File: src/rtl/uart_pkg.sv
// uart_pkg: shared UART timing constants, frame length helper and arbiter state type
package uart_pkg;

    localparam int CYCLES_PER_SAMPLE = 697394;

    typedef enum logic [1:0] {IDLE, ISSUE, WAIT} ArbState;

    function automatic int frame_cycles(input int cps, input int guard);
        return 10 * cps + guard;
    endfunction

endpackage

File: src/rtl/uart_tx_arbiter_if.sv
// uart_tx_arbiter_if: requester handshake and transmitter-facing signals of the arbiter
interface uart_tx_arbiter_if #(
    parameter int NUM_REQ = 4
);

    logic [NUM_REQ-1:0]   i_req_valid;
    logic [8*NUM_REQ-1:0] i_req_data;
    logic [NUM_REQ-1:0]   o_req_ready;
    logic [7:0]           o_tx_data;
    logic                 o_tx_start;
    logic                 o_busy;
    logic [2:0]           o_grant_id;
    logic [15:0]          o_frames_sent;

    modport slave (
        input  i_req_valid, i_req_data,
        output o_req_ready, o_tx_data, o_tx_start, o_busy, o_grant_id, o_frames_sent
    );

    modport master (
        output i_req_valid, i_req_data,
        input  o_req_ready, o_tx_data, o_tx_start, o_busy, o_grant_id, o_frames_sent
    );

endinterface

File: src/rtl/uart_tx_arbiter_rr_arbiter.sv
// rr_arbiter: combinational round-robin pick, searching upward from the entry after ptr
module rr_arbiter #(
    parameter int N  = 4,
    parameter int IW = (N > 1) ? $clog2(N) : 1
) (
    input  logic [N-1:0]  req,
    input  logic [IW-1:0] ptr,
    output logic [N-1:0]  grant,
    output logic [IW-1:0] grant_idx
);

    logic          found;
    logic [IW-1:0] idx;

    // first requesting index after ptr, wrapping modulo N
    always_comb begin
        grant_idx = '0;
        found     = 1'b0;
        idx       = '0;
        for (int i = 1; i <= N; i++) begin
            idx = IW'((int'(ptr) + i) % N);
            if (!found && req[idx]) begin
                found     = 1'b1;
                grant_idx = idx;
            end
        end
    end

    assign grant = found ? (N'(1) << grant_idx) : '0;

endmodule

File: src/rtl/uart_tx_arbiter.sv
// uart_tx_arbiter: round-robin sharing of one UART transmitter, timing each frame locally
module uart_tx_arbiter #(
    parameter int NUM_REQ           = 4,
    parameter int CYCLES_PER_SAMPLE = uart_pkg::CYCLES_PER_SAMPLE,
    parameter int GUARD_CYCLES      = 2
) (
    input logic              clk,
    input logic              r_reset,
    uart_tx_arbiter_if.slave bus
);

    import uart_pkg::*;

    localparam int FRAME_CYCLES = frame_cycles(CYCLES_PER_SAMPLE, GUARD_CYCLES);
    localparam int CNT_W        = $clog2(FRAME_CYCLES + 1);
    localparam int IW           = (NUM_REQ > 1) ? $clog2(NUM_REQ) : 1;

    ArbState            state;
    logic [IW-1:0]      ptr;
    logic [IW-1:0]      win_idx;
    logic [NUM_REQ-1:0] win;
    logic [CNT_W-1:0]   cnt;
    logic [7:0]         tx_data;
    logic               tx_start;
    logic [2:0]         grant_id;
    logic [15:0]        frames_sent;
    logic [7:0]         req_byte [NUM_REQ];

    for (genvar g = 0; g < NUM_REQ; g++) begin : g_bytes
        assign req_byte[g] = bus.i_req_data[8*g +: 8];
    end

    rr_arbiter #(.N(NUM_REQ), .IW(IW)) u_rr (
        .req       (bus.i_req_valid),
        .ptr       (ptr),
        .grant     (win),
        .grant_idx (win_idx)
    );

    assign bus.o_req_ready   = (state == IDLE) ? win : '0;
    assign bus.o_tx_data     = tx_data;
    assign bus.o_tx_start    = tx_start;
    assign bus.o_busy        = state != IDLE;
    assign bus.o_grant_id    = grant_id;
    assign bus.o_frames_sent = frames_sent;

    // grant in IDLE, pulse start in ISSUE, then count out frame plus guard in WAIT
    always_ff @(posedge clk) begin
        if (r_reset) begin
            state       <= IDLE;
            ptr         <= IW'(NUM_REQ - 1);
            cnt         <= '0;
            tx_data     <= 8'h00;
            tx_start    <= 1'b0;
            grant_id    <= 3'd0;
            frames_sent <= 16'd0;
        end else begin
            case (state)
                IDLE: if (|bus.i_req_valid) begin
                    tx_data  <= req_byte[win_idx];
                    grant_id <= 3'(win_idx);
                    ptr      <= win_idx;
                    tx_start <= 1'b1;
                    state    <= ISSUE;
                end
                ISSUE: begin
                    tx_start <= 1'b0;
                    cnt      <= CNT_W'(FRAME_CYCLES - 1);
                    state    <= WAIT;
                end
                WAIT: if (cnt == '0) begin
                    frames_sent <= frames_sent + 16'd1;
                    state       <= IDLE;
                end else begin
                    cnt <= cnt - 1'b1;
                end
                default: state <= IDLE;
            endcase
        end
    end

endmodule

File: src/flat_wrapper.sv
// flat-port wrapper written by rule: the top's interface ports become plain ports
module uart_tx_arbiter_flat import uart_pkg::*;
#(
    parameter int NUM_REQ           = 4,
    parameter int CYCLES_PER_SAMPLE = uart_pkg::CYCLES_PER_SAMPLE,
    parameter int GUARD_CYCLES      = 2
)
  (clk, r_reset, bus_i_req_valid, bus_i_req_data, bus_o_req_ready, bus_o_tx_data, bus_o_tx_start, bus_o_busy, bus_o_grant_id, bus_o_frames_sent);
  uart_tx_arbiter_if #(.NUM_REQ(NUM_REQ)) bus_i ();
  input logic clk;
  input logic r_reset;
  input wire logic [$bits(bus_i.i_req_valid)-1:0] bus_i_req_valid;
  input wire logic [$bits(bus_i.i_req_data)-1:0] bus_i_req_data;
  output wire logic [$bits(bus_i.o_req_ready)-1:0] bus_o_req_ready;
  output wire logic [$bits(bus_i.o_tx_data)-1:0] bus_o_tx_data;
  output wire logic [$bits(bus_i.o_tx_start)-1:0] bus_o_tx_start;
  output wire logic [$bits(bus_i.o_busy)-1:0] bus_o_busy;
  output wire logic [$bits(bus_i.o_grant_id)-1:0] bus_o_grant_id;
  output wire logic [$bits(bus_i.o_frames_sent)-1:0] bus_o_frames_sent;
  assign bus_i.i_req_valid = bus_i_req_valid;
  assign bus_i.i_req_data = bus_i_req_data;
  assign bus_o_req_ready = bus_i.o_req_ready;
  assign bus_o_tx_data = bus_i.o_tx_data;
  assign bus_o_tx_start = bus_i.o_tx_start;
  assign bus_o_busy = bus_i.o_busy;
  assign bus_o_grant_id = bus_i.o_grant_id;
  assign bus_o_frames_sent = bus_i.o_frames_sent;
  uart_tx_arbiter #(.NUM_REQ(NUM_REQ), .CYCLES_PER_SAMPLE(CYCLES_PER_SAMPLE), .GUARD_CYCLES(GUARD_CYCLES)) u_core (.clk(clk), .r_reset(r_reset), .bus(bus_i));
endmodule
File: config.mk
export PLATFORM = sky130hd
export DESIGN_NAME = uart_tx_arbiter_flat
export DESIGN_NICKNAME = d
export VERILOG_FILES = /design/src/rtl/uart_pkg.sv /design/src/rtl/uart_tx_arbiter_if.sv /design/src/rtl/uart_tx_arbiter_rr_arbiter.sv /design/src/rtl/uart_tx_arbiter.sv /design/src/flat_wrapper.sv
export SDC_FILE = /design/constraint.sdc
export NUM_CORES = 1
export LEC_CHECK = 0
export BUFFER_PORTS_ARGS = -buffer_cell sky130_fd_sc_hd__buf_2
export CAP_MARGIN = 0
export CORE_MARGIN = 5
export CORE_UTILIZATION = 44
export CTS_CLUSTER_SIZE = 40
export DETAILED_ROUTE_END_ITERATION = 7
export HOLD_SLACK_MARGIN = 0.02
export PLACE_DENSITY = 0.74
export SETUP_SLACK_MARGIN = 0.2
export SLEW_MARGIN = 20
export SYNTH_ARGS = -nofsm -noshare
export SYNTH_HDL_FRONTEND = slang
export SYNTH_SLANG_ARGS = --single-unit
File: constraint.sdc
create_clock -name clk -period 2.6 [get_ports clk]
set_input_delay 0.39 -clock clk [delete_from_list [all_inputs] [get_ports clk]]
set_output_delay 0.39 -clock clk [all_outputs]
set_load 0.02 [all_outputs]
### After elaboration in Yosys (flattened, before gate mapping)

Cells that the tools add are included.

| storage, ports and cells | value |
|---|---|
| register bits after elaboration | 54 |

| cells by class | value |
|---|---|
| magnitude comparators | 5 |
| shift operators | 1 |
| equality and inequality tests | 5 |
| bitwise operators | 1 |
| reduce and logical (&&, ||, !) cells | 17 |
| $add $sub $neg | 6 |
| multiplexer cells | 28 |

Operators with widths:

| kind | count |
|---|---|
| case mux 23 bit (2 select lines) | 1 |
| zero test 23 bit | 1 |
| two-way mux 23 bit | 1 |
| subtractor 23 x 1 -> 23 bit (second input constant) | 1 |
| adder 16 x 1 -> 16 bit (second input constant) | 1 |
| binary-select mux 8 bit (select 2 bit) | 1 |
| two-way mux 8 bit | 2 |
| < comparator 2 x 3 -> 1 bit (second input constant) | 4 |
| two-way mux 2 bit | 6 |
| AND reduction 2 bit | 5 |
| two-way mux 1 bit | 9 |
| binary-select mux 1 bit (select 2 bit) | 4 |
| two-way mux 4 bit | 2 |
| case mux 2 bit (3 select lines) | 1 |
| nonzero test 2 bit | 3 |
| adder 2 x 1 -> 2 bit (second input constant) | 2 |
| adder 2 bit (second input constant) | 2 |
| inequality test 2 bit (second input constant) | 2 |
| OR reduction 4 bit | 1 |
| left shift 1 x 2 -> 4 bit (first input constant) | 1 |
| >= comparator 3 bit (second input constant) | 1 |
| logical AND 1 bit | 3 |
| zero test 1 bit | 3 |
| NOT 2 -> 3 bit | 1 |
| other kinds (5) | 5 |

### Logic depth before layout (Yosys ltp)

Gate-level depths: netlist of the first run.

| depth | value |
|---|---|
| depth after elaboration | 17 |
| mapped depth | 8 |
| gate-level depth less buffers | 7 |

### Hierarchy

From an unflattened synthesis of the first run, not the netlist that was laid out.

| unflattened totals | value |
|---|---|
| cells, all modules | 342 |
| area, all modules | 2,949.1 um^2 |

Modules (own cells, without submodules):

| module | instances | cells each | area each (um^2) |
|---|---|---|---|
| uart_tx_arbiter | 1 | 314 | 2,755.1 |
| rr_arbiter | 1 | 28 | 193.9 |

### Worst setup path before layout of the first run

Ideal clock, no wire load.

| path | value |
|---|---|
| kind | register -> output |
| start | reg u_core.state[1] |
| end | out bus_o_req_ready[1] |
| path slack | 0.165 ns |
| cell stages (with the launch flop) | 7 |
| required time | 2.210 ns |
| arrival | 2.045 ns |
| buffers on the path | 3 |
| cells stage by stage | dfxtp_1 > or2_2 > clkbuf_1 > or2_2 > clkbuf_1 > clkbuf_1 > nor3b_1 |

| on the way | value |
|---|---|
| word-level cells in the longest chain between the ends | 2 |

RTL lines:

| item | RTL line | RTL |
|---|---|---|
| start: declaration | uart_tx_arbiter.sv:18 | `ArbState state;` |
| start signal: assignment | uart_tx_arbiter.sv:50 | `state <= IDLE;` |
| start signal: assignment | uart_tx_arbiter.sv:64 | `state <= ISSUE;` |
| start signal: assignment | uart_tx_arbiter.sv:69 | `state <= WAIT;` |
| zero test 2 bit | uart_tx_arbiter.sv:40 | `assign bus.o_req_ready = (state == IDLE) ? win : '0;` |
| two-way mux 4 bit | uart_tx_arbiter.sv:40 |  |
| end: declaration | flat_wrapper.sv:14 | `output wire logic [$bits(bus_i.o_req_ready)-1:0] bus_o_req_ready;` |

No other way between the ends.

### Final worst setup path of the first run

| path | value |
|---|---|
| start | reg u_core.cnt[0] |
| end | reg u_core.frames_sent[15] (netlist: u_core.bus.o_frames_sent[15]) |

| on the way | value |
|---|---|
| word-level cells in the longest chain between the ends | 2 |

RTL lines:

| item | RTL line | RTL |
|---|---|---|
| start: declaration | uart_tx_arbiter.sv:22 | `logic [CNT_W-1:0] cnt;` |
| start signal: assignment | uart_tx_arbiter.sv:68 | `cnt <= CNT_W'(FRAME_CYCLES - 1);` |
| start signal: assignment | uart_tx_arbiter.sv:75 | `cnt <= cnt - 1'b1;` |
| zero test 23 bit | uart_tx_arbiter.sv:71 | `WAIT: if (cnt == '0) begin` |
| AND reduction 2 bit (no line) | - |  |
| end signal: assignment | uart_tx_arbiter.sv:72 | `frames_sent <= frames_sent + 16'd1;` |
| end: declaration | uart_tx_arbiter.sv:26 | `logic [15:0] frames_sent;` |

No other way between the ends.
A chain may end at the register's enable or synchronous reset.

==> flow_summary.json, run 1 <==
{
  "synth-edff-count": 0,
  "core.rowCount": 29,
  "vias": 2758,
  "antenna_violating_nets_post_route": 0,
  "cp_data_arrival_time_ns": 2.62,
  "cts-root-buf": "clkbuf_8",
  "pwr_density_cell_mw_per_mm2": 631.7,
  "initial_core_util_pct": 45.80,
  "die_width_microns": 91.99,
  "yosys-top-cells-count": "dfxtp_1 (54), nor2_1 (29), a21oi_1 (23), nand2_1 (18)",
  "sequential_fraction_of_the_synthesis_area_pct": 36.55,
  "dieArea_sq_mm": 0.008462,
  "worst_setup_path_startpoint": "u_core.cnt[0]",
  "path_max_fanout": 6,
  "per_cell_routed_wire_length_microns": 14.62,
  "syn_nets": 383,
  "synth_most_common_cell": "dfxtp_1",
  "rsz0062_at_grt": "yes",
  "path_buf_inv": 1,
  "floorplan.io_pins": 71,
  "timing.final.crit_share_pct": 91.31,
  "final.min_clock_period_ns": 2.374,
  "h-tree-depth": 2,
  "pwr-share-clk_pct": 21.8,
  "synth.yosys.warnings": 0,
  "p_sw_w": 0.0007832,
  "setup_violations": 0,
  "global_route.overflow_total": 0,
  "ffs_latches_synth": 54,
  "core_region_area_sq_mm": 0.006459,
  "crit_required_ns": 2.85,
  "path_clk_slew_ns": 0.09,
  "relSlewSlack_pct": 57.75,
  "postLayoutSetupSlackWorst_ns": 0.2261,
  "syn-cell-area_sq_mm": 0.002958,
  "timing.rr.end": "u_core.bus.o_frames_sent[15]",
  "hold_depth": 2,
  "combinationalPowerShare_pct": 33.6,
  "r2r_cells": 7,
  "rr_startpoint": "u_core.cnt[0]",
  "cellLeakagePower_nw": 1.386,
  "clock-sinks": 54,
  "hold_viol": 0,
  "share_seq_of_total_power_pct": 44.5,
  "netlist.top_cell.by_area": "dfxtp_1",
  "detailedRoute.firstIterationViolations": 160,
  "worstSetupPathType": "flip-flop to flip-flop",
  "cts.hold.buffers_added": 0,
  "preCtsSetupSlack_ns": 0.2554,
  "grtUsageTotal_pct": 16.62,
  "cts-root-to-sink-buffers": 2,
  "fin_hold_ws_ns": 0.4631,
  "tightestPinTransition_ns": 0.6239,
  "area_fraction_of_the_dominant_cell_type_after_synthesis_pct": 36.55,
  "netlist_top_cells_area": "dfxtp_1 (37%), mux2i_1 (5.8%), a21oi_1 (3.9%)",
  "proportion_of_register_bits_with_asynchronous_set_or_reset_after_synthesis_pct": 0,
  "port_buffers": 69,
  "syn-instance-count": 343,
  "cts_tree": "built",
  "synth_flop_type": "dfxtp_1",
  "detail_route.drc_violations": 0,
  "setup-tns-final_ns": 0,
  "timing.critical_path.slowest_cell_delay_ns": 0.57,
  "worst_clock_skew_on_the_final_layout_ns": 0.004786,
  "worst_path_dominant_cell_family": "simple AND/OR/NAND/NOR gates",
  "place.detailed.hpwl_mm": 5.164,
  "detail_route.vias_per_cell": 5.698,
  "p_int_w": 0.001438,
  "clock_insertion_delay_worst_skew_ns": 0.31,
  "outcome": "finished, final reports clean",
  "holdCritPathClass": "flip-flop to flip-flop",
  "antenna_cells_inserted": 0,
  "post_synth.cell_area_avg_sq_um": 8.623,
  "drt_pass1_iterations": 4,
  "swShare_pct": 35.26,
  "netlist-cell-type-count": 52,
  "cp-start-kind": "flip-flop",
  "nets": 446,
  "fmax_mhz": 421.2,
  "antenna_violations_before_repair": 0,
  "timing.reg2reg.setup_slack_ns": 0.23,
  "peakVddDrop_uv": 218.2,
  "share_of_final_layout_standard_cells_stronger_than_drive_strength_1_pct": 29.73,
  "critPathSlowestCell": "or4_4",
  "cp-end-kind": "flip-flop",
  "grt_pass1_wl_mm": 11.92,
  "critical_path.endpoint": "u_core.bus.o_frames_sent[15]",
  "first_global_vias": 2631,
  "final_max_slew_viol_count": 0,
  "grt_start_max_net_pins": 30,
  "die_boundary_height_microns": 91.99,
  "place.gp.congestion": 0.8692,
  "routed_wl_mm": 7.077,
  "timing.max_cap.violations": 0,
  "numCtsBuffers": 5,
  "timing.critical_path.depth": 7,
  "critical_path.cell_chain": "inv_1 -> ha_4 -> or3b_4 -> nor4_4 -> nand4_1 -> or4_4 -> a21oi_2",
  "syn2layout_area_growth_pct": 18.91
}
-- cell type report --
cell class | instances | area (sq um)
timing repair buffer | 81 | 435.4
inverter | 4 | 15.01
tap | 77 | 96.34
multi-input combinational | 260 | 1795
clock inverter | 1 | 5.005
clock buffer | 7 | 86.33
fill | 620 | 2942
sequential | 54 | 1084
-- layer usage --
layer / global-route usage (%) / wire (microns) / vias up
met4: 5.693 / 92 / 0
met5: 0 / 0 / -
met1: 20.76 / 3186 / 1328
li1: - / - / 1389
met2: 29.32 / 3594 / 33
met3: 2.291 / 203 / 8
-- cell usage in the layout (no fill, tap or decap), drive strengths merged, types with 5 or more instances in the layout --
cell    Yosys  layout
buf         8      81
dfxtp      54      54
nor2       29      29
a21oi      23      23
nand2      18      18
mux2i      17      17
o21ai      15      15
nor3       14      14
xnor2      11      11
nand3b     11      11
nor4       11      11
xor2        9       9
mux2        9       9
nand4       8       8
or4         7       7
clkbuf     17       7
or3         7       7
nand2b      6       6
nor2b       6       6
nand3       6       6
o31ai       5       5
-- power by group through the flow --
stage	combinational, W	clock [W]	sequential, W
after CTS	0.000733	0.000500	0.000984
after global routing	0.000820	0.000537	0.00100
after global placement	0.000713	0	0.00100
after detailed placement	0.000731	0	0.00100
after floorplan	0.000512	0	0.00102
final	0.000747	0.000485	0.000990
-- worst min path at each step --
| stage | from | end | slack, ns |
|---|---|---|---|
| final | u_core.bus.o_tx_start | u_core.bus.o_tx_start | 0.46 |
| after global routing | u_core.bus.o_tx_start | u_core.bus.o_tx_start | 0.49 |
| after CTS | u_core.bus.o_tx_start | u_core.bus.o_tx_start | 0.47 |
| after detailed placement | u_core.bus.o_tx_start | u_core.bus.o_tx_start | 0.45 |
| after global placement | u_core.bus.o_tx_start | u_core.bus.o_tx_start | 0.45 |
| after floorplan | u_core.cnt[22] | u_core.cnt[22] | 0.45 |
-- through the flow --
stage	instances	utilization, %	total power (W)	instance area, sq um
3_5_place_dp	474	52.23	0.001734	3373
2_1_floorplan	343	-	0.001534	2963
6_report	484	54.46	0.002222	3517
5_1_grt	484	54.46	0.002359	3517
3_3_place_gp	474	52.23	0.001713	3373
4_1_cts	482	53.64	0.002217	3465
-- sequential cells by signal (all words and copies together) (netlist names) --
register and count:
u_core.cnt 23, u_core.bus.o_frames_sent 16, u_core.bus.o_grant_id 2, u_core.state 2
u_core.bus.o_tx_data 8, u_core.ptr 2, u_core.bus.o_tx_start 1
-- what timing repair did --
item | CTS | global route
setup endpoints to repair | 0 | 13
buffers inserted | 0 | 2
resized for setup | 0 | 9
-- worst reg2reg max path: stages, from the launching register on --
cell     delay, ns
dfxtp_2       0.35
inv_1         0.09
ha_4          0.16
or3b_4        0.42
nor4_4        0.33
nand4_1       0.26
or4_4         0.58
a21oi_2       0.13
-- cell families after synthesis --
logic type | share of synthesized area (%)
flip-flops | 36.55
adder cells (fa/ha/maj) | 0.8459
buffers and inverters | 4.103
XOR/XNOR | 5.922
multiplexers | 9.179
AO/OA/AOI/OAI | 15.06
AND/OR/NAND/NOR | 28.22
other | 0.1268
Power figures use the tool's default switching activity.
==> inputs of run 2 (changes only) <==
- clock period: 2.6 -> 2.75 ns (I/O delays scaled with it)
==> flow_summary.json, run 2 (synthesis gave the netlist of run 1 again) <==
{
  "first_global_vias": 2649,
  "min_from": "u_core.bus.o_grant_id[1]",
  "cts_tree": "built",
  "final_max_slew_viol_count": 0,
  "clock-sinks": 54,
  "path_buf_inv": 2,
  "path_clk_slew_ns": 0.09,
  "detailedRoute.firstIterationViolations": 135,
  "pwr_density_cell_mw_per_mm2": 618.6,
  "drt_pass1_iterations": 4,
  "cp-end-kind": "flip-flop",
  "layout_common_cells": "buf_2 (69), dfxtp_1 (54), nor2_1 (29), a21oi_1 (23), nand2_1 (18)",
  "initial_core_util_pct": 45.80,
  "antenna_violating_nets_post_route": 0,
  "detail_route.vias_per_cell": 5.650,
  "cts-root-buf": "clkbuf_8",
  "cellLeakagePower_nw": 1.385,
  "tightestPinTransition_ns": 0.5645,
  "grtUsageTotal_pct": 16.65,
  "hold_viol": 0,
  "path_max_fanout": 6,
  "worstSetupPathType": "flip-flop to flip-flop",
  "final_cell_area_sq_mm": 0.003498,
  "clock_insertion_delay_worst_skew_ns": 0.31,
  "final.fill_count": 608,
  "timing.max_cap.violations": 0,
  "timing.final.crit_share_pct": 86.58,
  "timing.rr.end": "u_core.bus.o_frames_sent[15]",
  "outcome": "finished, final reports clean",
  "rr_startpoint": "u_core.cnt[0]",
  "setup_violations": 0,
  "share_of_final_layout_standard_cells_stronger_than_drive_strength_1_pct": 28.08,
  "setup-tns-final_ns": 0,
  "relSlewSlack_pct": 62.02,
  "place.detailed.hpwl_mm": 5.127,
  "antenna_cells_inserted": 0,
  "cp_data_arrival_time_ns": 2.62,
  "worst_clock_skew_on_the_final_layout_ns": 0.005671,
  "rsz0062_at_grt": "no",
  "final.min_clock_period_ns": 2.381,
  "core_region_area_sq_mm": 0.006459,
  "grt_pass1_wl_mm": 11.94,
  "critPathSlowestCell": "or4_1",
  "vias": 2729,
  "cts-root-to-sink-buffers": 2,
  "hold_path_end": "u_core.bus.o_grant_id[1]",
  "hold_depth": 2,
  "critical_path.cell_chain": "inv_1 -> ha_2 -> or3b_4 -> nor4_4 -> nand4_1 -> buf_4 -> or4_1 -> a21oi_1",
  "largest_register_ff_count": 23,
  "peakVddDrop_uv": 232.6,
  "design_power_total_w": 0.002164,
  "nets": 446,
  "worst_setup_path_startpoint": "u_core.cnt[0]",
  "die_width_microns": 91.99,
  "crit_required_ns": 2.99,
  "grt_start_max_net_pins": 40,
  "timing.critical_path.slowest_cell_delay_ns": 0.46,
  "port_buffers": 69,
  "core.rowCount": 29,
  "syn2layout_area_growth_pct": 18.27,
  "place_area_sq_mm": 0.003368,
  "place.gp.congestion": 0.8079,
  "antenna_violations_before_repair": 0,
  "global_route.overflow_total": 0,
  "detail_route.drc_violations": 0,
  "die_boundary_height_microns": 91.99,
  "top_register": "u_core.cnt",
  "fmax_mhz": 420.0,
  "holdCritPathClass": "flip-flop to flip-flop",
  "routed_wl_mm": 6.943,
  "cts.hold.buffers_added": 0,
  "timing.reg2reg.setup_slack_ns": 0.37,
  "h-tree-depth": 2,
  "cp-start-kind": "flip-flop",
  "r2r_cells": 8,
  "floorplan.io_pins": 71,
  "layout_commonest_cell": "buf_2",
  "per_cell_routed_wire_length_microns": 14.37,
  "numCtsBuffers": 5,
  "dieArea_sq_mm": 0.008462,
  "worst_path_dominant_cell_family": "simple AND/OR/NAND/NOR gates"
}
==> run 2: cell types whose count changed in the layout (fill, tap and decap cells not counted), sizes merged <==
cell / change
bufinv: +1
clkbuf: -1
clkinv: -1
==> run 2: final cells by class <==
class,instances,area [sq um],area share (%)
clock buffers,6,82.58,2.361
clock inverters,1,30.03,0.8584
inverters,4,15.01,0.4292
multi-input cells,260,1758,50.25
flip-flops and latches,54,1081,30.90
well taps,77,96.34,2.754
repair buffers,81,435.4,12.45
==> run 2: per-layer routing <==
metal	part of all wire (%)	track usage [%]	vias up
met5	0	0	-
met4	1.6	5.446	0
met3	3.0	3.191	12
met2	51	28.89	35
met1	45	20.75	1300
li1	-	-	1382
==> run 2: how the worst max path moves through the flow <==
| stage | end | slack, ns | depth (start not counted) |
|---|---|---|---|
| after global routing | u_core.bus.o_frames_sent[15] | 0.19 | 8 |
| after floorplan | bus_o_req_ready[1] | 0.29 | 6 |
| after detailed placement | u_core.bus.o_frames_sent[15] | 0.28 | 7 |
| after global placement | u_core.bus.o_frames_sent[15] | 0.34 | 7 |
| after CTS | u_core.bus.o_frames_sent[15] | 0.25 | 7 |
| final | u_core.bus.o_frames_sent[15] | 0.37 | 8 |
==> run 2: per-stage QoR <==
step | instances | util, % | setup slack [ns] | hold slack (ns)
finish | 483 | 54.17 | 0.3690 | 0.4631
global route | 483 | 54.17 | 0.1896 | 0.4811
CTS | 481 | 53.89 | 0.2487 | 0.4553
detailed placement | 474 | 52.15 | 0.2814 | 0.4560
global placement | 474 | 52.15 | 0.3365 | 0.4435
floorplan | 343 | - | 0.2928 | 0.4523
==> run 2: power by group <==
part | switching (W) | total (W) | leakage, nW | internal [W]
logic | 0.000404 | 0.000697 | 0.886 | 0.000293
clock network | 0.000243 | 0.000534 | 0.0573 | 0.000291
registers | 0.0000740 | 0.000933 | 0.442 | 0.000859
total | 0.000721 | 0.00216 | 1.39 | 0.00144
==> run 2: what timing repair did <==
| action | in CTS | in global routing |
|---|---|---|
| setup buffers | 0 | 2 |
| resized for setup | 0 | 1 |
| setup endpoints to repair | 0 | 5 |
| endpoints found under the hold margin | 0 | 0 |
==> run 2: worst reg2reg max path: stages, from the launching register on <==
cell and delay (ns):
dfxtp_1 0.36, inv_1 0.07, ha_2 0.21, or3b_4 0.43, nor4_4 0.34, nand4_1 0.12, buf_4 0.18, or4_1 0.46
a21oi_1 0.14
